## config.mk

```make
export PLATFORM = sky130hd
export DESIGN_NAME = frame_sequencer_flat
export DESIGN_NICKNAME = d
export VERILOG_FILES = /design/src/rtl/frame_sequencer_if.sv /design/src/rtl/frame_sequencer.sv /design/src/flat_wrapper.sv
export SDC_FILE = /design/constraint.sdc
export NUM_CORES = 1
export LEC_CHECK = 0
export ABC_AREA = 1
export CAP_MARGIN = 20
export CORE_ASPECT_RATIO = 1.2
export CORE_MARGIN = 10
export CORE_UTILIZATION = 35
export CTS_CLUSTER_SIZE = 16
export DETAILED_ROUTE_END_ITERATION = 10
export HOLD_SLACK_MARGIN = 0.06
export PLACE_DENSITY = 0.69
export SYNTH_ARGS = -nofsm -noshare
export SYNTH_HDL_FRONTEND = slang
export SYNTH_SLANG_ARGS = --single-unit
```

## constraint.sdc

```tcl
create_clock -name clk -period 4 [get_ports clk]
set_clock_uncertainty 0.15 [all_clocks]
set_input_delay 0.4 -clock clk [delete_from_list [all_inputs] [get_ports clk]]
set_output_delay 0.4 -clock clk [all_outputs]
set_load 0.01 [all_outputs]
```

## src/rtl/frame_sequencer_if.sv

```systemverilog
// Signal bundle between the frame sequencer and its environment: pixel
// streams in and out, processing-controller launch/complete, and the RAM port.
interface frame_sequencer_if;
    logic        go;
    logic [8:0]  dim;
    logic [7:0]  pix_in;
    logic        pix_in_valid;
    logic        pix_in_ready;
    logic        ready;
    logic        start;
    logic        mem_own;
    logic [15:0] mem_addr;
    logic        mem_we;
    logic [7:0]  mem_wdata;
    logic [7:0]  mem_rdata;
    logic [7:0]  pix_out;
    logic        pix_out_valid;
    logic        pix_out_ready;
    logic        busy;
    logic        frame_done;

    modport slave (
        input  go, dim, pix_in, pix_in_valid, start, mem_rdata, pix_out_ready,
        output pix_in_ready, ready, mem_own, mem_addr, mem_we, mem_wdata,
               pix_out, pix_out_valid, busy, frame_done
    );

    modport master (
        output go, dim, pix_in, pix_in_valid, start, mem_rdata, pix_out_ready,
        input  pix_in_ready, ready, mem_own, mem_addr, mem_we, mem_wdata,
               pix_out, pix_out_valid, busy, frame_done
    );
endinterface

```

## src/rtl/frame_sequencer.sv

```systemverilog
// Loads a dim x dim frame into RAM, hands it to the processing controller,
// then streams the processed frame back out one pixel per two cycles.
module frame_sequencer #(
    parameter int MAX_DIM = 28
) (
    input logic              clk,
    input logic              rst_n,
    frame_sequencer_if.slave bus
);
    typedef enum logic [2:0] {
        IDLE, LOAD, LAUNCH, WAIT, UNLOAD_RD, UNLOAD_OUT
    } state_t;

    localparam logic [8:0] MAX_DIM_L = 9'(MAX_DIM);

    state_t      state_q, state_d;
    logic [15:0] addr_q, addr_d;
    logic [15:0] total_q, total_d;
    logic [7:0]  pix_out_q, pix_out_d;
    logic        hold_q, hold_d;
    logic        last;

    // Oversized requests saturate to MAX_DIM rather than being rejected.
    function automatic logic [15:0] frame_total(input logic [8:0] d);
        logic [8:0]  c;
        logic [15:0] w;
        c = (d > MAX_DIM_L) ? MAX_DIM_L : d;
        w = {7'd0, c};
        return w * w;
    endfunction

    always_ff @(posedge clk) begin
        if (rst_n) begin
            state_q   <= IDLE;
            addr_q    <= '0;
            total_q   <= '0;
            pix_out_q <= '0;
            hold_q    <= 1'b0;
        end else begin
            state_q   <= state_d;
            addr_q    <= addr_d;
            total_q   <= total_d;
            pix_out_q <= pix_out_d;
            hold_q    <= hold_d;
        end
    end

    assign last = (addr_q == total_q - 16'd1);

    always_comb begin
        state_d            = state_q;
        addr_d             = addr_q;
        total_d            = total_q;
        pix_out_d          = pix_out_q;
        hold_d             = (state_q == UNLOAD_OUT);
        bus.pix_in_ready   = 1'b0;
        bus.ready          = 1'b1;
        bus.mem_own        = 1'b0;
        bus.mem_addr       = '0;
        bus.mem_we         = 1'b0;
        bus.mem_wdata      = '0;
        bus.pix_out        = pix_out_q;
        bus.pix_out_valid  = 1'b0;
        bus.frame_done     = 1'b0;
        bus.busy           = (state_q != IDLE);

        case (state_q)
            IDLE: begin
                if (bus.go && (bus.dim != 9'd0)) begin
                    total_d = frame_total(bus.dim);
                    addr_d  = '0;
                    state_d = LOAD;
                end
            end
            LOAD: begin
                bus.pix_in_ready = 1'b1;
                bus.mem_own      = 1'b1;
                bus.mem_addr     = addr_q;
                if (bus.pix_in_valid) begin
                    bus.mem_we    = 1'b1;
                    bus.mem_wdata = bus.pix_in;
                    addr_d        = addr_q + 16'd1;
                    if (last) state_d = LAUNCH;
                end
            end
            LAUNCH: begin
                bus.ready = 1'b0;
                state_d   = WAIT;
            end
            WAIT: begin
                if (bus.start) begin
                    addr_d  = '0;
                    state_d = UNLOAD_RD;
                end
            end
            UNLOAD_RD: begin
                bus.mem_own  = 1'b1;
                bus.mem_addr = addr_q;
                state_d      = UNLOAD_OUT;
            end
            UNLOAD_OUT: begin
                // RAM data lands in the first cycle here: pass it through once, then hold the register.
                bus.mem_own       = 1'b1;
                bus.mem_addr      = addr_q;
                bus.pix_out_valid = 1'b1;
                if (!hold_q) begin
                    pix_out_d   = bus.mem_rdata;
                    bus.pix_out = bus.mem_rdata;
                end
                if (bus.pix_out_ready) begin
                    if (last) begin
                        bus.frame_done = 1'b1;
                        state_d        = IDLE;
                    end else begin
                        addr_d  = addr_q + 16'd1;
                        state_d = UNLOAD_RD;
                    end
                end
            end
            default: state_d = IDLE;
        endcase
    end
endmodule

```

## src/flat_wrapper.sv

```systemverilog
// flat-port wrapper written by rule: the top's interface ports become plain ports
module frame_sequencer_flat 
#(
    parameter int MAX_DIM = 28
)
  (clk, rst_n, bus_go, bus_dim, bus_pix_in, bus_pix_in_valid, bus_start, bus_mem_rdata, bus_pix_out_ready, bus_pix_in_ready, bus_ready, bus_mem_own, bus_mem_addr, bus_mem_we, bus_mem_wdata, bus_pix_out, bus_pix_out_valid, bus_busy, bus_frame_done);
  frame_sequencer_if bus_i ();
  input logic clk;
  input logic rst_n;
  input wire logic [$bits(bus_i.go)-1:0] bus_go;
  input wire logic [$bits(bus_i.dim)-1:0] bus_dim;
  input wire logic [$bits(bus_i.pix_in)-1:0] bus_pix_in;
  input wire logic [$bits(bus_i.pix_in_valid)-1:0] bus_pix_in_valid;
  input wire logic [$bits(bus_i.start)-1:0] bus_start;
  input wire logic [$bits(bus_i.mem_rdata)-1:0] bus_mem_rdata;
  input wire logic [$bits(bus_i.pix_out_ready)-1:0] bus_pix_out_ready;
  output wire logic [$bits(bus_i.pix_in_ready)-1:0] bus_pix_in_ready;
  output wire logic [$bits(bus_i.ready)-1:0] bus_ready;
  output wire logic [$bits(bus_i.mem_own)-1:0] bus_mem_own;
  output wire logic [$bits(bus_i.mem_addr)-1:0] bus_mem_addr;
  output wire logic [$bits(bus_i.mem_we)-1:0] bus_mem_we;
  output wire logic [$bits(bus_i.mem_wdata)-1:0] bus_mem_wdata;
  output wire logic [$bits(bus_i.pix_out)-1:0] bus_pix_out;
  output wire logic [$bits(bus_i.pix_out_valid)-1:0] bus_pix_out_valid;
  output wire logic [$bits(bus_i.busy)-1:0] bus_busy;
  output wire logic [$bits(bus_i.frame_done)-1:0] bus_frame_done;
  assign bus_i.go = bus_go;
  assign bus_i.dim = bus_dim;
  assign bus_i.pix_in = bus_pix_in;
  assign bus_i.pix_in_valid = bus_pix_in_valid;
  assign bus_i.start = bus_start;
  assign bus_i.mem_rdata = bus_mem_rdata;
  assign bus_i.pix_out_ready = bus_pix_out_ready;
  assign bus_pix_in_ready = bus_i.pix_in_ready;
  assign bus_ready = bus_i.ready;
  assign bus_mem_own = bus_i.mem_own;
  assign bus_mem_addr = bus_i.mem_addr;
  assign bus_mem_we = bus_i.mem_we;
  assign bus_mem_wdata = bus_i.mem_wdata;
  assign bus_pix_out = bus_i.pix_out;
  assign bus_pix_out_valid = bus_i.pix_out_valid;
  assign bus_busy = bus_i.busy;
  assign bus_frame_done = bus_i.frame_done;
  frame_sequencer #(.MAX_DIM(MAX_DIM)) u_core (.clk(clk), .rst_n(rst_n), .bus(bus_i));
endmodule
```

# --- Word-level counts from Yosys, hierarchy flattened ---
# Index checks and enable logic that the tools add are counted.
totals:
  ff_bits: 44
  input_bits: 31
  output_inout_bits: 39
  word_cells: 58
op_classes:
  n_addsub: 2
  n_mul: 1
  magnitude_cmp: 1
  n_eq_ne: 12
  mux: 28
  reduce_logical: 9
ops:
  columns: ["operator", "count"]
  rows:
  - ["$mux 16", 6]
  - ["$pmux 16 s4", 1]
  - ["$mux 8", 4]
  - ["$mux 3", 6]
  - ["$pmux 3 s6", 1]
  - ["$add 16x1->16 const B", 1]
  - ["$eq 16x16->1", 1]
  - ["$mul 9x9->16", 1]
  - ["$sub 16x1->16 const B", 1]
  - ["$gt 9x5->1 const B", 1]
  - ["$mux 1", 9]
  - ["$mux 9", 1]
  - ["$reduce_bool 9->1", 1]
  - ["$ne 2x2->1 const B", 4]
  - ["$eq 3x2->1 const B", 2]
  - ["$eq 3x3->1 const B", 2]
  - ["$reduce_and 6->1", 1]
  - ["$reduce_and 5->1", 1]
  - ["$ne 2x1->1 const B", 2]
  - ["$reduce_bool 4->1", 1]
  - ["$eq 3x1->1 const B", 1]
  - ["$logic_not 3->1", 1]
  - ["$reduce_bool 3->1", 1]
  - ["$reduce_or 3->1", 1]
  - ["2 further kinds", 2]

# --- Logic depth before layout (Yosys ltp) ---
# Gate-level depths: netlist of the first run.
logic_depth:
  word_depth: 5
  ltp_mapped: 23
  depth_no_buf: 23

# --- Worst setup path before layout of the first run ---
# Ideal clock, no wire load.
synth_timing:
  path_kind: "input to register"
  startpoint: "input bus_dim[8]"
  endpoint: "register u_core.total_q[9]"
  setup_time_ps: 133
  t_arrival_ps: 4088
  t_required_ps: 3717
  slack_ps: -370
  cell_stages: 19
  path_buffers: 0
  cell_sequence: "nor4_1 nand2_1 inv_1 nand2_1 inv_1 nand2_1 fa_1 fa_1 inv_1 ha_1 inv_1 fa_1 inv_1 ha_1 a21o_1 a31oi_1 o21ai_0 xnor2_1 a21oi_1"
synth_via:
  elab_chain_len: 3
  word_cells_on_any_way: 6
  cone_classes: "1 x mul; 1 x order compare; 1 x mux; 3 x reduce/logical"
synth_rtl:
  columns: ["element", "line", "source"]
  rows:
  - ["start, declared", "flat_wrapper.sv:11", "input wire logic [$bits(bus_i.dim)-1:0] bus_dim;"]
  - ["$gt 9x5->1 or $reduce_bool 9->1 (tied branches)", "frame_sequencer.sv:27, frame_sequencer.sv:69", null]
  - ["$mux 9 or $logic_and 1x1->1 (tied branches)", "frame_sequencer.sv:27, frame_sequencer.sv:69", null]
  - ["$mul 9x9->16 or $reduce_and 2->1 (tied branches)", null, null]
  - ["end signal, assigned", "frame_sequencer.sv:42", "total_q <= total_d;"]
  - ["end, declared", "frame_sequencer.sv:18", "logic [15:0] total_q, total_d;"]
# Parallel ways exist; a longest one is shown, timed or not.
# A chain may end at the register's enable or synchronous reset.

# --- Final worst setup path of the first run ---
layout_timing:
  startpoint: "input bus_dim[7]"
  endpoint: "register u_core.total_q[8]"
# The elaborated chain is that of the path after synthesis.

==> results of run 1 <==
## cells in the final DEF, fill, tap and decap left out, types with 10 or more instances in the layout
| master | netlist | final |
|---|---|---|
| nand2_1 | 145 | 142 |
| inv_1 | 146 | 132 |
| nor2_1 | 100 | 92 |
| clkdlybuf4s50_1 | 0 | 60 |
| nand3_1 | 51 | 51 |
| buf_4 | 1 | 44 |
| dfxtp_1 | 43 | 43 |
| conb_1 | 2 | 41 |
| a21oi_1 | 37 | 33 |
| fa_1 | 36 | 32 |
| o21ai_0 | 26 | 24 |
| nand4_1 | 22 | 22 |
| ha_1 | 28 | 21 |
| inv_2 | 3 | 17 |
| xor2_1 | 12 | 12 |
| nor2_4 | 4 | 11 |
| nand2_2 | 7 | 10 |
| nor2_2 | 9 | 10 |
## path summary, 6_finish.rpt
kind,startpoint,end,slack (ns),cells after the start
worst max-delay path,bus_dim[7],u_core.total_q[8]$_SDFFE_PP0P_,0.07,18
worst min-delay path,u_core.addr_q[1]$_SDFFE_PP0P_,u_core.addr_q[1]$_SDFFE_PP0P_,0.37,2
worst max register to register,u_core.total_q[0]$_SDFFE_PP0P_,u_core.addr_q[2]$_SDFFE_PP0P_,1.45,16
worst min register to register,u_core.addr_q[1]$_SDFFE_PP0P_,u_core.addr_q[1]$_SDFFE_PP0P_,0.37,2
## logic make-up (layout without fill, tap and decap cells)
group                    Yosys count  in the layout  synth area share, %
AO/OA/AOI/OAI                     81             81                9.642
XOR/XNOR                          19             19                3.447
adder cells (fa/ha/maj)           64             64                22.19
buffers and inverters            169            276                13.69
flip-flops                        43             43                17.83
other                              2             41               0.1556
AND/OR/NAND/NOR                  356            356                33.05
## metrics by stage
step / instances / hold WS, ns / setup TNS [ns] / power (mW)
floorplan: 773 / 0.3222 / 0 / 2.778
global placement: 1026 / 0.3530 / -3.234 / 3.340
detailed placement: 1026 / 0.3592 / -3.417 / 3.356
CTS: 1048 / 0.3701 / -0.02509 / 3.865
global route: 1048 / 0.3902 / -0.1916 / 4.559
finish: 1048 / 0.3741 / 0 / 4.059
## what timing repair did
action / in CTS / in global routing
pin swaps: 18 / 37
buffers inserted: 14 / 1
setup endpoints to repair: 6 / 5
gates resized for setup: 37 / 37
## layout make-up
class / count / area (sq um) / area share, %
Timing Repair Buffer: 114 / 1023 / 15.67
Tap cell: 168 / 210.2 / 3.219
Inverter: 154 / 588.1 / 9.006
Multi-Input combinational cell: 561 / 3679 / 56.33
Clock inverter: 3 / 43.79 / 0.6706
Clock buffer: 5 / 125.1 / 1.916
Sequential cell: 43 / 860.8 / 13.18
## flip-flops by register name (all words and copies together), names as in the netlist
name	cells
u_core.addr_q	16
u_core.total_q	15
u_core.pix_out_q	8
u_core.state_q	3
u_core.hold_q	1
## power groups by stage
stage	sequential, mW	clock, mW	combinational [mW]
global placement	0.733	0	2.61
floorplan	0.679	0	2.10
detailed placement	0.733	0	2.62
global route	0.752	0.489	3.32
finish	0.728	0.468	2.86
CTS	0.726	0.474	2.67
## tightest hold or removal path, cell delays in order (launching register included)
cell and delay, ns:
dfxtp_1 0.35, nand2_2 0.08, a21oi_2 0.04
## routing by layer
metal	share of wire [%]	GRT usage, %	vias to the layer above
met1	42	14.70	2160
met3	5.3	2.418	13
met4	1.3	2.908	0
li1	-	-	2527
met2	51	23.99	108
met5	0	0	-
==> key figures, run 1 <==
Pwr
  • Worst VDD drop: 311.0 uV
  • Comb power frac: 70.5%
  • P_leak: 3.142 nW
  • Clk pwr share: 11.5%
  • PwrDens: roughly 620 nW/um^2
  • Sw Ratio: 49.90%
  • Power share of the sequential group: 17.9%
  • Int Pwr: 2.033 mW
  • P_sw: 2.025 mW

Worst setup path
  • Delay of the slowest cell on the worst path: 0.53 ns
  • Critical path capture point type: flop
  • CP max FO: 3
  • Critical path required time: 4.05 ns
  • CP top delay family: adder cells
  • Crit path cell chain: buf_6, nor4_4, nand2_2, inv_2, nand2_2, inv_2, nand2_2, fa_2, inv_2, fa_1, ha_4, inv_2, fa_1, fa_2, o31ai_4, or2_4, a21oi_2, a211oi_2
  • CP max-delay cell: fa_2
  • CP Launch Type: input port
  • Setup Crit Path Kind: in2reg
  • Buf/Inv on CP: 5
  • CP arrival: 3.98 ns
  • CP dominant cell by count: inv_2

Floorplan
  • Core area: 13350 sq um
  • I/O pin count: 70
  • Starting density of the core: 36.15%
  • Rows: 46
  • DIE HEIGHT: 148.6 microns
  • Die area: ~19000 sq um
  • Die width: roughly 130 microns

STA
  • RSZ-0062 raised after global routing: yes
  • Fin worst setup slack: 0.06641 ns
  • Tmin final: 3.934 ns
  • Final period util: 98.34%
  • FMAX: ~250 MHz
  • Max-slew headroom: 44.78%
  • Actual slew at the worst max-slew pin: 0.8274 ns
  • Fin. Hold Viols: 0
  • Setup violations, final: 0
  • Max-slew violation count: 0

Global route
  • Vias in the first global route: 4705
  • Grt ovf: 0
  • Initial antenna violation count: 0
  • Largest net degree at the start of global routing: 27
  • GRT Overall Usage: between 10% and 20%
  • First-pass GRT wire length: 21160 microns

Outcome
  • Outcome: complete, no violations

Placement
  • Placed cell area: 6110 sq um
  • RD Place Congestion: 0.8362
  • Pre-CTS setup slack: -0.6530 ns
  • Post-DP HPWL: 9569 microns
  • Port buffer count: 69

Finish
  • Finished Core Util: 48.90%
  • Area Growth Syn to Fin: 35.28%
  • Nets: about 1000
  • Final instance area: 6530 sq um
  • Fill count: 1361
  • Layout cells sized above 1: 15.80%
  • Ant diodes: 0

Clock network
  • CTS tree: yes
  • H-tree depth: 2
  • Clock latency at the later pin of the worst-skew pair: 0.29 ns
  • Largest buffer count on any clock path: 2
  • Hold-fix buffers, CTS: 0
  • Num CTS Buffers: 5
  • CTS root buf: clkbuf_16
  • Clock transition at the registers of the reported paths: 0.06 ns
  • TritonCTS sink count: between 40 and 50

Routing
  • Routed Antenna Nets: 0
  • Initial DRC Count: 178
  • DRC errors left: 0
  • Drt wl/cell: approximately 11 microns
  • DR vias/cell: roughly 4.6
  • Via count: 4808
  • Post-Route WL: ~12000 microns
  • First-pass iteration count of the detailed router: 5

Synth
  • Top post-synthesis cells by area: dfxtp_1 18%, fa_1 15%, inv_1 11%
  • Mean area per synthesized cell: roughly 6.6 sq um
  • Post-synth cell types: 42
  • Synthesized area: 4827 sq um
  • Yosys warns: 0
  • Post-synth ARST share: 0%
  • Commonest cells in the netlist: 146 x inv_1, 145 x nand2_1, 100 x nor2_1
  • Seq cells post-synth: 43
  • Area share of the largest cell type after synthesis: about 18%
  • Cell taking the most area after synthesis: dfxtp_1
  • Mapped Cells: ~730
  • Most common cell in the netlist: inv_1
  • Seq/Total Area, Yosys: 17.83%
  • Predominant post-synthesis flop cell: dfxtp_1
  • Post-synth EDFFs: 0

Job
  • Number of max-cap violations: 0

Hold path
  • Hold Crit Class: reg2reg
Note: power is estimated with default switching activity, not from simulation.
==> run 2, diff against run 1 <==
- CORE_UTILIZATION: 35 -> 59
- DONT_BUFFER_PORTS: not set -> 1
- PLACE_DENSITY: 0.69 -> 0.89
==> key figures, run 2 (synthesis gave the netlist of run 1 again) <==
Placement
  • Port buffer count: 0 (-100%)
  • Placed cell area: 5215 sq um (-15%)
  • RD Place Congestion: 0.9508 (+14%)
  • Post-DP HPWL: 9567 microns (about the same)

Floorplan
  • I/O pin count: 70 (unchanged)
  • Core area: 8063 sq um (-40%)
  • DIE HEIGHT: 119.1 microns (-20%)
  • Rows: 36 (-22%)
  • Starting density of the core: 59.87% (+24 points)
  • Die area: 12210 sq um (-35%)
  • Die width: 102.6 microns (-19%)

Finish
  • Top reg by flops: u_core.addr_q
  • Final instance area: 5450 sq um (-17%)
  • Layout cells sized above 1: 11.58% (-4.2 points)
  • Nets: 880 (-9.7%)
  • Fill count: 656 (-52%)
  • Finished Core Util: 67.60% (+19 points)
  • Max reg flops: 16 (unchanged)
  • Ant diodes: 0 (unchanged)
  • Most frequent cells in the layout: 143 x nand2_1, 140 x inv_1, 94 x nor2_1
  • Largest regs: u_core.addr_q: 16 flops, u_core.total_q: 15 flops, u_core.pix_out_q: 8 flops
  • Area Growth Syn to Fin: 12.91%
  • Most common cell after layout, fill and taps aside: nand2_1

Routing
  • Routed Antenna Nets: 0 (unchanged)
  • Post-Route WL: 12030 microns (+1.4%)
  • DR vias/cell: 5.378 (+17%)
  • Initial DRC Count: 253 (+42%)
  • First-pass iteration count of the detailed router: 7 (+2)
  • DRC errors left: 0 (unchanged)
  • Drt wl/cell: 13.65 microns (+21%)
  • Via count: 4738 (-1.5%)

Clock network
  • TritonCTS sink count: 43 (unchanged)
  • Clock latency at the later pin of the worst-skew pair: 0.31 ns (+0.02 ns)
  • CTS root buf: clkbuf_8
  • Num CTS Buffers: 5 (unchanged)
  • Largest buffer count on any clock path: 2 (unchanged)
  • H-tree depth: 2 (unchanged)
  • Clock transition at the registers of the reported paths: 0.07 ns (about the same)
  • CTS tree: yes

Pwr
  • PwrDens: 694.7 nW/um^2 (+12%)
  • Comb power frac: 71.2% (+0.7 points)
  • P_leak: 2.744 nW (-13%)
  • Int Pwr: 1.754 mW (-14%)
  • Power share of the sequential group: 19.5% (+1.6 points)
  • Sw Ratio: 53.68% (+3.8 points)
  • P_sw: 2.033 mW (+0.36%)
  • Worst VDD drop: 412.5 uV (+33%)
  • Clk pwr share: 9.4% (-2.1 points)

Outcome
  • Outcome: complete, no violations

Worst setup path
  • Critical path capture point type: flop
  • CP max FO: 5 (+2)
  • CP Launch Type: input port
  • CP arrival: 3.88 ns (-0.10 ns)
  • Critical path required time: 4.00 ns (-0.05 ns)
  • Setup Crit Path Kind: in2reg

Global route
  • Grt ovf: 0 (unchanged)
  • Largest net degree at the start of global routing: 27 (unchanged)
  • Initial antenna violation count: 0 (unchanged)
  • First-pass GRT wire length: 20880 microns (-1.3%)
  • GRT Overall Usage: 20.09% (+7.2 points)
  • Vias in the first global route: 4838 (+2.8%)

STA
  • Fin. Hold Viols: 0 (unchanged)
  • Setup violations, final: 0 (unchanged)
  • Final period util: 96.98% (-1.4 points)
  • Actual slew at the worst max-slew pin: 0.7946 ns (-0.03276 ns)
  • FMAX: 257.8 MHz (+1.4%)
  • Max-slew headroom: 46.97% (+2.2 points)
  • Max-slew violation count: 0 (unchanged)
  • Tmin final: 3.879 ns (-0.05455 ns)
  • WHS: 0.1102 ns (-0.2639 ns)

Hold path
  • Hold Crit Class: in2reg

Job
  • Number of max-cap violations: 0 (unchanged)
==> run 2: cell types whose count changed in the layout (fill, tap and decap cells not counted), sizes merged <==
cell	before	now
clkdlybuf4s15	4	0
clkbuf	6	5
clkinvlp	0	1
clkdlybuf4s50	60	0
dlygate4sd3	0	1
buf	48	19
dlygate4sd2	1	0
clkinv	6	4
inv	150	151
==> run 2: layer usage <==
| metal | vias up | share of wire (%) | GRT usage [%] |
|---|---|---|---|
| met5 | - | 0 | 0 |
| met4 | 0 | 3.4 | 9.541 |
| met3 | 38 | 5.3 | 2.603 |
| met2 | 148 | 54 | 37.51 |
| met1 | 2212 | 37 | 21.23 |
| li1 | 2340 | - | - |
==> run 2: stage by stage <==
stage / TNS (ns) / setup WS [ns] / power, mW / instances
6_report: 0 / 0.1210 / 3.786 / 881
5_1_grt: -0.06831 / -0.02624 / 4.237 / 881
4_1_cts: 0 / 0.01097 / 3.558 / 878
3_5_place_dp: -1.237 / -0.3144 / 3.191 / 869
3_3_place_gp: -0.4066 / -0.1343 / 3.103 / 869
2_1_floorplan: 0 / 0.03111 / 2.778 / 773
==> run 2: layout make-up <==
cell class / instances / area (sq um) / share of cell area, %
clock inverters: 3 / 46.29 / 0.8494
inverters: 154 / 588.1 / 10.79
repair buffers: 20 / 160.2 / 2.938
multi-input cells: 561 / 3607 / 66.18
well taps: 95 / 118.9 / 2.181
flip-flops and latches: 43 / 860.8 / 15.79
clock buffers: 5 / 68.82 / 1.263
==> run 2: final timing paths <==
path | startpoint | to | slack, ns | depth (start not counted)
max | bus_dim[6] | u_core.total_q[8]$_SDFFE_PP0P_ | 0.12 | 19
min | rst_n | u_core.total_q[15]$_SDFFE_PP0P_ | 0.11 | 3
max reg2reg | u_core.state_q[0]$_SDFFE_PP0P_ | u_core.pix_out_q[7]$_SDFF_PP0_ | 1.43 | 10
min reg2reg | u_core.addr_q[1]$_SDFFE_PP0P_ | u_core.addr_q[1]$_SDFFE_PP0P_ | 0.37 | 2
==> run 2: worst max-delay path, cell delays in order <==
cell and delay [ns]:
nor4_4 0.28, nand2_2 0.09, buf_6 0.15, nor2_4 0.11, nor2_2 0.06, fa_1 0.49, inv_1 0.08, fa_1 0.41
inv_1 0.07, ha_1 0.15, inv_2 0.05, fa_1 0.44, inv_1 0.12, ha_4 0.23, inv_1 0.17, o31ai_4 0.10
or2_2 0.29, a21oi_2 0.13, a211oi_1 0.06
==> run 2: power groups by stage <==
stage,sequential [mW],clock [mW],combinational (mW)
after detailed placement,0.735,0,2.46
after floorplan,0.679,0,2.10
after global placement,0.728,0,2.38
final,0.737,0.354,2.70
after CTS,0.726,0.358,2.47
after global routing,0.754,0.380,3.10
==> run 2: repair_timing <==
item | in CTS | in global routing
gates resized for setup | 0 | 27
hold endpoints to repair | 16 | 0
setup buffers | 0 | 2
hold buffers | 1 | 0
setup endpoints to repair | 0 | 4
